[src/rtl/prog_loader_pkg.sv]
// Shared types and constants for the instruction-memory program loader.
package prog_loader_pkg;

    typedef enum logic [3:0] {
        IDLE,
        LEN_HI,
        LEN_LO,
        DATA_HI,
        DATA_LO,
        WRITE,
        CHECK,
        DONE,
        ERROR
    } state_t;

    localparam logic [7:0] SYNC_BYTE      = 8'hA5;
    localparam int unsigned BYTES_PER_WORD = 2;

    // States in which the loader is inside a frame and waiting on the byte stream.
    function automatic logic is_frame_state(input state_t s);
        return (s inside {LEN_HI, LEN_LO, DATA_HI, DATA_LO, CHECK});
    endfunction

endpackage

[src/rtl/prog_loader_byte_timeout.sv]
// Inter-byte idle counter; pulses expired_o when TIMEOUT_CYCLES-1 idle clocks have elapsed.
module byte_timeout #(
    parameter int unsigned TIMEOUT_CYCLES = 1000000
) (
    input  logic clk_i,
    input  logic reset_ni,
    input  logic clr_i,
    input  logic en_i,
    output logic expired_o
);

    localparam int unsigned CW = $clog2(TIMEOUT_CYCLES + 1);

    logic [CW-1:0] cnt_q, cnt_d;

    // Clear wins over counting so an accepted byte always restarts the window.
    always_comb begin
        cnt_d = cnt_q;
        if (clr_i) begin
            cnt_d = '0;
        end else if (en_i) begin
            cnt_d = cnt_q + 1'b1;
        end
    end

    // Counter register.
    always_ff @(posedge clk_i) begin
        if (!reset_ni) begin
            cnt_q <= '0;
        end else begin
            cnt_q <= cnt_d;
        end
    end

    assign expired_o = en_i && !clr_i && (cnt_q == CW'(TIMEOUT_CYCLES - 1));

endmodule

[src/rtl/prog_loader.sv]
// Frames a byte stream into 16-bit instruction words, writes them to the
// instruction RAM and releases the CPU only after a checksum-verified image.
module prog_loader
    import prog_loader_pkg::*;
#(
    parameter int unsigned ADDR_W         = 15,
    parameter int unsigned DATA_W         = 16,
    parameter int unsigned TIMEOUT_CYCLES = 1000000
) (
    input  logic              clk,
    input  logic              reset_n,
    input  logic [7:0]        rx_data,
    input  logic              rx_valid,
    output logic              rx_ready,
    output logic              wr_en,
    output logic [ADDR_W-1:0] wr_addr,
    output logic [DATA_W-1:0] wr_data,
    output logic              cpu_reset,
    output logic              done,
    output logic              error
);

    state_t                state_q, state_d;
    logic [15:0]           len_q, len_d;
    logic [7:0]            hi_q, hi_d;
    logic [7:0]            lo_q, lo_d;
    logic [7:0]            chk_q, chk_d;
    logic [ADDR_W:0]       cnt_q, cnt_d;
    logic [15:0]           len_full;
    logic [BYTES_PER_WORD*8-1:0] word;
    logic                  accept;
    logic                  frame_st;
    logic                  expired;

    assign accept   = rx_valid && rx_ready;
    assign frame_st = is_frame_state(state_q);
    assign len_full = {len_q[15:8], rx_data};

    byte_timeout #(
        .TIMEOUT_CYCLES(TIMEOUT_CYCLES)
    ) u_timeout (
        .clk_i    (clk),
        .reset_ni (reset_n),
        .clr_i    (accept || !frame_st),
        .en_i     (frame_st),
        .expired_o(expired)
    );

    // Frame parser: next state, word assembly, checksum and word counter.
    always_comb begin
        state_d  = state_q;
        len_d    = len_q;
        hi_d     = hi_q;
        lo_d     = lo_q;
        chk_d    = chk_q;
        cnt_d    = cnt_q;
        rx_ready = (state_q != WRITE);
        wr_en    = (state_q == WRITE);
        case (state_q)
            IDLE, DONE, ERROR: begin
                if (accept && rx_data == SYNC_BYTE) begin
                    state_d = LEN_HI;
                    chk_d   = '0;
                    cnt_d   = '0;
                end
            end
            LEN_HI: begin
                if (accept) begin
                    len_d[15:8] = rx_data;
                    chk_d       = chk_q ^ rx_data;
                    state_d     = LEN_LO;
                end
            end
            LEN_LO: begin
                if (accept) begin
                    len_d[7:0] = rx_data;
                    chk_d      = chk_q ^ rx_data;
                    if (len_full == 16'd0) begin
                        state_d = CHECK;
                    end else if (32'(len_full) > (32'd1 << ADDR_W)) begin
                        state_d = ERROR;
                    end else begin
                        state_d = DATA_HI;
                    end
                end
            end
            DATA_HI: begin
                if (accept) begin
                    hi_d    = rx_data;
                    chk_d   = chk_q ^ rx_data;
                    state_d = DATA_LO;
                end
            end
            DATA_LO: begin
                if (accept) begin
                    lo_d    = rx_data;
                    chk_d   = chk_q ^ rx_data;
                    state_d = WRITE;
                end
            end
            WRITE: begin
                cnt_d   = cnt_q + 1'b1;
                state_d = (32'(cnt_d) == 32'(len_q)) ? CHECK : DATA_HI;
            end
            CHECK: begin
                if (accept) begin
                    state_d = (rx_data == chk_q) ? DONE : ERROR;
                end
            end
            default: state_d = IDLE;
        endcase
        // expired is already masked by an accepted byte, so this never overrides one.
        if (frame_st && expired) begin
            state_d = ERROR;
        end
    end

    // State and datapath registers.
    always_ff @(posedge clk) begin
        if (!reset_n) begin
            state_q <= IDLE;
            len_q   <= '0;
            hi_q    <= '0;
            lo_q    <= '0;
            chk_q   <= '0;
            cnt_q   <= '0;
        end else begin
            state_q <= state_d;
            len_q   <= len_d;
            hi_q    <= hi_d;
            lo_q    <= lo_d;
            chk_q   <= chk_d;
            cnt_q   <= cnt_d;
        end
    end

    assign word      = {hi_q, lo_q};
    assign wr_data   = word;
    assign wr_addr   = cnt_q[ADDR_W-1:0];
    assign cpu_reset = (state_q != DONE);
    assign done      = (state_q == DONE);
    assign error     = (state_q == ERROR);

endmodule
[config.mk]
export PLATFORM = sky130hd
export DESIGN_NAME = prog_loader
export DESIGN_NICKNAME = d
export VERILOG_FILES = /design/src/rtl/prog_loader_pkg.sv /design/src/rtl/prog_loader_byte_timeout.sv /design/src/rtl/prog_loader.sv
export SDC_FILE = /design/constraint.sdc
export NUM_CORES = 1
export LEC_CHECK = 0
export ABC_CLOCK_PERIOD_IN_PS = 5000
export CAP_MARGIN = 20
export CORE_AREA = 2 2 93 95
export CTS_BUF_LIST = sky130_fd_sc_hd__clkbuf_8
export CTS_CLUSTER_DIAMETER = 100
export DETAILED_ROUTE_END_ITERATION = 12
export DIE_AREA = 0 0 95 97
export PLACE_DENSITY = 0.76
export SLEW_MARGIN = 30
export SYNTH_ARGS = -nofsm -noshare
export SYNTH_HDL_FRONTEND = slang
export SYNTH_SLANG_ARGS = --single-unit
[constraint.sdc]
create_clock -name clk -period 5 [get_ports clk]
set_clock_uncertainty 0.05 [all_clocks]
set_input_delay 1 -clock clk [delete_from_list [all_inputs] [get_ports clk]]
set_output_delay 1 -clock clk [all_outputs]
set_load 0.02 [all_outputs]
Word-level counts from Yosys, hierarchy flattened
Index checks and enable logic that the tools add are counted.
{"block": "totals", "elab_cells": 83, "ramBits": 0, "output_inout_bits": 36, "romBits": 0, "ff_bits": 80, "latchBits": 0, "n_memories": 0}
{"block": "op_classes", "n_lt_le_gt_ge": 1, "add_sub_neg": 2, "n_mul": 0, "shift": 0, "eq_ne": 27, "div_mod_pow": 0, "mux": 17, "reduce_logical": 25, "bitwise": 2}
{"op": "4-bit 2-to-1 mux", "n": 10}
{"op": "16-bit one-hot mux with 2 select lines", "n": 1}
{"op": "4-bit one-hot mux with 7 select lines", "n": 1}
{"op": "20-bit by 1-bit adder with 20-bit output (second input constant)", "n": 1}
{"op": "20-bit == test (second input constant)", "n": 1}
{"op": "16-bit by 1-bit adder with 16-bit output (second input constant)", "n": 1}
{"op": "16-bit == test", "n": 1}
{"op": "4-bit by 3-bit == test with 1-bit output (second input constant)", "n": 4}
{"op": "16-bit > comparator (second input constant)", "n": 1}
{"op": "16-bit logical NOT", "n": 1}
{"op": "16-bit 2-to-1 mux", "n": 1}
{"op": "8-bit 2-to-1 mux", "n": 2}
{"op": "8-bit one-hot mux with 2 select lines", "n": 1}
{"op": "3-bit by 2-bit inequality test with 1-bit output (second input constant)", "n": 5}
{"op": "2-bit inequality test (second input constant)", "n": 6}
{"op": "6-bit AND reduction", "n": 2}
{"op": "2-bit AND reduction", "n": 5}
{"op": "4-bit by 2-bit == test with 1-bit output (second input constant)", "n": 2}
{"op": "8-bit == test", "n": 1}
{"op": "8-bit == test (second input constant)", "n": 1}
{"op": "4-bit by 3-bit inequality test with 1-bit output (second input constant)", "n": 2}
{"op": "8-bit bitwise XOR", "n": 1}
{"op": "1-bit logical AND", "n": 5}
{"op": "5-bit nonzero test", "n": 1}
{"op": "other kinds (14)", "n": 17}

Longest topological paths before layout
Gate-level depths: netlist of run 1.
{"block": "depth", "depth_word": 10, "ltp_mapped": 8}

Cells and area by module
From an unflattened synthesis of run 1, not the netlist that was laid out.
{"block": "hier_totals", "cells_unflattened": 550, "area_unflattened_um2": 4593.2}
{"module": "prog_loader", "area_each_um2": 3656.0, "seq_area_each_um2": 1201.2, "instances": 1, "cells_per_inst": 440}
{"module": "byte_timeout", "area_each_um2": 937.1, "seq_area_each_um2": 400.4, "instances": 1, "cells_per_inst": 110}

Worst setup path before layout of run 1
Ideal clock, no wire load.
{"block": "synth_path", "kind": "input port to flip-flop", "from": "input rx_data[6]", "to": "register chk_q[0]", "t_arrival_ps": 2504, "n_path_buf": 0, "stages": 6, "setup_time_ps": 137, "slack_ps": 2309, "cell_sequence": "or4_1 or2_2 o21ai_0 a221oi_1 o22ai_2 a31oi_1"}
{"block": "synth_via", "elab_chain_cells": 4}
{"element": "start: declaration", "line_no": "prog_loader.sv:12", "source": "input logic [7:0] rx_data,"}
{"element": "8-bit == test", "line_no": "prog_loader.sv:61", "source": "if (accept && rx_data == SYNC_BYTE) begin"}
{"element": "1-bit logical AND", "line_no": "prog_loader.sv:61"}
{"element": "2-bit inequality test (no source line)"}
{"element": "3-bit AND reduction (no source line)"}
{"element": "end signal: assignment", "line_no": "prog_loader.sv:132", "source": "chk_q <= chk_d;"}
{"element": "end: declaration", "line_no": "prog_loader.sv:27", "source": "logic [7:0] chk_q, chk_d;"}
Every way passes these cells.
A chain may end at the register's enable or synchronous reset.

Worst setup path in the final report of run 1
{"block": "layout_path", "from": "register state_q[0]", "to": "output wr_en"}
{"block": "layout_via", "elab_chain_cells": 1}
{"element": "start: declaration", "line_no": "prog_loader.sv:23", "source": "state_t state_q, state_d;"}
{"element": "start signal: assignment", "line_no": "prog_loader.sv:128", "source": "state_q <= state_d;"}
{"element": "4-bit by 3-bit == test with 1-bit output", "line_no": "prog_loader.sv:58", "source": "wr_en = (state_q == WRITE);"}
{"element": "end: declaration", "line_no": "prog_loader.sv:15", "source": "output logic wr_en,"}
Every way passes these cells.

==> results of run 1 <==
worst register-to-register path, stage by stage (launching register included):
cell,delay [ns]
dfxtp_1,0.50
ha_1,0.37
nand3_2,0.17
or3_4,0.44
or4b_4,0.52
a221oi_2,0.26
a31o_1,0.20
a21oi_1,0.10
Yosys cell counts, types with 8 or more instances:
cell type	n
or3_1	8
clkbuf_1	19
nor2_1	84
xor2_1	10
dfxtp_1	80
xnor2_1	33
o21ai_0	24
nor4_1	9
nor3_1	21
a21oi_1	47
a31oi_1	26
inv_1	18
nand4_1	13
buf_4	17
mux2i_1	8
nand3_1	26
nand2_1	37
layer usage:
| layer | global-route usage (%) | part of all wire, % | up-vias |
|---|---|---|---|
| li1 | - | - | 1997 |
| met1 | 33.4 | 45 | 1947 |
| met2 | 38.0 | 46 | 166 |
| met3 | 5.61 | 6.5 | 33 |
| met4 | 10.1 | 3.2 | 0 |
| met5 | 0 | 0 | - |
per-stage QoR:
stage | instances | hold WS, ns
6_report | 686 | 0.404
5_1_grt | 686 | 0.446
4_1_cts | 686 | 0.409
3_3_place_gp | 670 | 0.378
2_1_floorplan | 564 | 0.368
3_5_place_dp | 670 | 0.392
where the power goes:
group | total (W) | internal [W] | leakage, nW | switching [W]
Clock | 0.000585 | 0.000332 | 0.119 | 0.000253
Combinational | 0.0000374 | 0.0000114 | 0.873 | 0.0000260
Sequential | 0.000637 | 0.000636 | 0.644 | 0.000000140
worst paths after layout:
| check | start | end | slack [ns] | depth (start not counted) |
|---|---|---|---|---|
| min reg2reg | u_timeout.cnt_q[0]$_SDFFE_PP0N_ | u_timeout.cnt_q[0]$_SDFFE_PP0N_ | 0.40 | 1 |
| max reg2reg | cnt_q[0]$_SDFFE_PN0P_ | state_q[0]$_SDFFE_PP0P_ | 2.28 | 7 |
| min | u_timeout.cnt_q[0]$_SDFFE_PP0N_ | u_timeout.cnt_q[0]$_SDFFE_PP0N_ | 0.40 | 1 |
| max | state_q[0]$_SDFFE_PP0P_ | wr_en | 0.92 | 5 |
cell type report:
type                    count  area [um2]  area share [%]
multi-input cells         419        2440            49.3
flip-flops and latches     80        1600            32.3
repair buffers             47         468            9.44
well taps                 105         131            2.65
clock buffers               9         124            2.50
clock inverters             7         120            2.42
inverters                  19        71.3            1.44
registers in the layout (all words and copies together), names as in the netlist:
signal / cells
chk_q: 8
len_q: 16
u_timeout.cnt_q: 20
hi_q: 8
lo_q: 8
state_q: 4
cnt_q: 16
placed cells by master (no fill, tap or decap), drive strengths merged, types with 2 or more instances in the layout:
cell / netlist / layout
nor2: 84 / 84
dfxtp: 80 / 80
a21oi: 47 / 47
clkdlybuf4s50: 0 / 46
nand2: 38 / 38
xnor2: 33 / 33
nand3: 27 / 27
o21ai: 27 / 27
a31oi: 26 / 26
nor3: 22 / 22
inv: 19 / 19
nand4: 13 / 13
xor2: 10 / 10
or3: 10 / 10
nor4: 9 / 9
clkbuf: 19 / 9
mux2i: 8 / 8
and3: 6 / 6
nor2b: 5 / 5
nand2b: 5 / 5
and2: 5 / 5
nor3b: 4 / 4
or4: 4 / 4
o31ai: 3 / 3
and4: 3 / 3
nand3b: 3 / 3
bufinv: 0 / 3
clkinv: 0 / 3
or2: 2 / 2
a211oi: 2 / 2
ha: 2 / 2
o22ai: 2 / 2
a221oi: 2 / 2
cell families (layout without fill, tap and decap cells):
family                   Yosys count  after routing  synth area share [%]
XOR/XNOR                          43             43                  8.61
AND/OR/NAND/NOR                  245            245                  28.2
multiplexers                       9              9                  2.09
buffers and inverters             65             82                  7.69
AO/OA/AOI/OAI                    120            120                  16.2
adder cells (fa/ha/maj)            2              2                 0.572
flip-flops                        80             80                  36.6
==> flow_summary_export.csv, run 1 <==
group,metric,value,unit
yosys,async_flop_share,0,%
cts,cts_root_buffer,"clkbuf_8",
setup_path,end_kind,"primary output",
cts,cts_buffer_depth,2,
cts,clk_pin_slew,0.09,ns
sta,max_slew_margin,48.7,%
layout,layout-drive-gt1-share,6.20,%
cts,hold_buffers,0,
cts,clkSinkCount,80,
yosys,syn_avg_cell_area,7.76,um2
global_route,grt.total_usage,24.8,%
placement,pre_cts_ws,1.34,ns
sta,worstMarginPinSlew,0.768,ns
setup_path,crit_fanout,21,
setup_path,cpMaxStageDelayCell,"clkdlybuf4s50_1",
die,fp.dieH,97,um
yosys,syn_nets,577,
sta,setup_viol,0,
yosys,synth_edf_count,0,
yosys,synthDominantCellAreaShare,36.6,%
die,core_area,8130,um2
run,drv_cap,0,
die,start_util,53.8,%
global_route,grt_pass1_vias,3832,
sta,rsz0062_at_grt,"no",
layout,antenna_cells,0,
run_status,outcome,"completed",
sta,fin_ws,0.915,ns
sta,fin_tns_setup,0,ns
drt,first_pass_iters,5,
drt,vias_per_cell,6.04,
pwr,p_leak,1.64,nW
setup_path,critPathKind,"flip-flop to primary output",
placement,gp_congestion,0.916,
die,die_w,95,um
placement,dp.final_hpwl,7590,um
drt,ant_nets,0,
drt,drc,0,
cts,cts_buffers,9,
yosys,netlist_area,4370,um2
cts,worstSkewPairLatency,0.36,ns
sta,min_period,4.08,ns
setup_path,path_cells,"nor2b_1 -> nand2_1 -> buf_4 -> inv_1 -> clkdlybuf4s50_1",
yosys,syn_inst,564,
cts,ctsResizeCount,0,
sta,hold_violations,0,
setup_path,cp.required,3.95,ns
sta,fmax,245,MHz
setup_path,cp.arrival,3.03,ns
global_route,antenna_found_initial,0,
layout,final.fill_count,727,
layout,utilization,61.0,%
cts,cts_tree,"done",
hold_path,min_path_type,"flip-flop to flip-flop",
global_route,grt_start_max_net_pins,46,
drt,routed-via-count,4143,
layout,areaGrowthSynthToFinish,13.4,%
sta,post-route-period-util,81.7,%
yosys,synth_area_leaders,"dfxtp_1, nor2_1, xnor2_1",
layout,fin_nets,589,
yosys,synth_cell_types,63,
die,ios,47,
cts,htree_levels,3,
pwr,peakVddDrop,0.139,mV
setup_path,path_buf_inv,3,
global_route,grt_overflow_total,0,
setup_path,start_kind,"flip-flop",
setup_path,cp_slowest_stage_delay,0.69,ns
yosys,ys_warn_count,0,
yosys,yosysSeqAreaShare,36.6,%
layout,postLayoutCellArea,4960,um2
setup_path,cp_top_family,"buffers and inverters",
drt,wl_per_cell,15.8,um
die,row_count,33,
placement,portBuffers,46,
yosys,ys_ff_latch,80,
global_route,grt_pass1_wl,18400,um
placement,placed_area,4710,um2
sta,slew_violations,0,
pwr,power.density,254,nW/um2
yosys,synth_ff_type,"dfxtp_1",
die,die-area,9220,um2
drt,drtIter0Drc,338,
yosys,yosys.area.top_type,"dfxtp_1",
cts,postCtsSetupBuffers,0,
drt,wl,10800,um
pwr,power,0.00126,W
Power figures use the tool's default switching activity.
==> inputs of run 2 (changes only) <==
ABC_CLOCK_PERIOD_IN_PS = 3800   (was 5000)
clock period = 3.8 ns   (was 5 ns; I/O delays follow)
==> flow_summary_export.csv, run 2 (synthesis results as in run 1) <==
group,metric,value,unit
sta,holdWs,0.401,ns
sta,min_period,3.32,ns
global_route,grt_pass1_wl,18200,um
drt,ant_nets,0,
drt,wl_per_cell,15.3,um
layout,final_common_cell,"nor2_1",
cts,cts_buffer_depth,2,
sta,rsz0062_at_grt,"no",
sta,max_slew_margin,47.2,%
die,fp.dieH,97,um
layout,areaGrowthSynthToFinish,13.8,%
pwr,peakVddDrop,0.193,mV
global_route,grt_use_met3,5.30,%
setup_path,cp.arrival,2.51,ns
sta,slew_violations,0,
placement,dp.final_hpwl,7430,um
setup_path,end_kind,"primary output",
drt,wl,10600,um
sta,setup_viol,0,
global_route,antenna_found_initial,0,
hold_path,min_path_type,"flip-flop to flip-flop",
setup_path,cp.required,2.99,ns
layout,antenna_cells,0,
global_route,grt.total_usage,24.3,%
cts,htree_levels,3,
placement,portBuffers,46,
pwr,p_leak,1.66,nW
drt,routed-via-count,4070,
layout,fin_nets,597,
layout,multi_input_area,2440,um2
cts,cts_buffers,9,
setup_path,critPathKind,"flip-flop to primary output",
layout,final.fill_count,734,
layout,largest_register_ffs,20,
cts,clkSinkCount,80,
layout,layout-drive-gt1-share,7.47,%
layout,final-seq-area,1600,um2
sta,fin_tns_setup,0,ns
cts,ctsResizeCount,0,
global_route,grt_use_met1,33.6,%
die,core_area,8130,um2
die,row_count,33,
die,die_w,95,um
setup_path,start_kind,"flip-flop",
run,drv_cap,0,
drt,drc,0,
global_route,grt.met2_usage,37.6,%
global_route,grt-busiest-layer,"met2",
global_route,grt_start_max_net_pins,46,
cts,cts_tree,"done",
setup_path,crit_fanout,17,
drt,drtIter0Drc,306,
layout,final_cell_mix,"nor2_1, dfxtp_1, a21oi_1",
drt,vias_per_cell,5.86,
layout,reg_top3,"u_timeout.cnt_q (20), cnt_q (16), len_q (16)",
drt,first_pass_iters,6,
placement,dp.cells,678,
die,die-area,9220,um2
layout,final_cells,694,
layout,largest_register,"u_timeout.cnt_q",
cts,clk_pin_slew,0.09,ns
placement,gp_congestion,0.865,
sta,hold_violations,0,
pwr,power,0.00154,W
cts,postCtsSetupBuffers,0,
sta,post-route-period-util,87.5,%
run_status,outcome,"completed",
cts,hold_buffers,0,
cts,cts_root_buffer,"clkbuf_8",
sta,worstMarginPinSlew,0.791,ns
setup_path,crit_start,"state_q[2]$_SDFFE_PP0P_",
die,ios,47,
hold_path,hp-start,"u_timeout.cnt_q[0]$_SDFFE_PP0N_",
setup_path,r2r-start,"cnt_q[0]$_SDFFE_PN0P_",
global_route,grt_overflow_total,0,
cts,worstSkewPairLatency,0.37,ns
global_route,grt_pass1_vias,3716,
layout,utilization,61.2,%
sta,fmax,301,MHz
die,start_util,53.8,%
pwr,power.density,310,nW/um2
## run 2: cell types whose count changed in the layout (fill, tap and decap cells not counted)
cell,delta
bufinv_16,-2
inv_6,+2
clkinvlp_4,-1
clkinv_4,+1
buf_4,+8
## run 2: worst max-delay path: stages (launching register included)
cell and delay, ns:
dfxtp_1 0.65, nor2b_1 0.48, nand2_1 0.13, inv_1 0.07, buf_4 0.19, clkdlybuf4s50_1 0.63
## run 2: final cells by class
cell class	count	area share, %
Clock inverter	7	1.58
Inverter	19	1.43
Clock buffer	9	2.49
Tap cell	105	2.64
Multi-Input combinational cell	419	49.1
Timing Repair Buffer	55	10.6
Sequential cell	80	32.2
## run 2: per-stage QoR
step	instance area, um2	setup WS (ns)
global route	4980	0.347
detailed placement	4770	0.564
floorplan	4370	1.35
finish	4980	0.476
CTS	4980	0.494
global placement	4770	0.516
## run 2: power by group
part	internal (W)	leakage (nW)	switching (W)
clock network	0.000310	0.104	0.000342
registers	0.000837	0.644	0.000000184
logic	0.0000185	0.912	0.0000354
## run 2: worst paths after layout
| path | endpoint | slack [ns] | depth (start not counted) |
|---|---|---|---|
| worst min register to register | u_timeout.cnt_q[0]$_SDFFE_PP0N_ | 0.40 | 1 |
| worst max-delay path | wr_en | 0.48 | 5 |
| worst max register to register | state_q[0]$_SDFFE_PP0P_ | 1.08 | 7 |
| worst min-delay path | u_timeout.cnt_q[0]$_SDFFE_PP0N_ | 0.40 | 1 |
## run 2: per-layer routing
metal  part of all wire [%]  up-vias
met2                     46      151
met1                     45     1889
met4                    1.7        0
met3                    6.6       21
met5                      0        -
li1                       -     2009
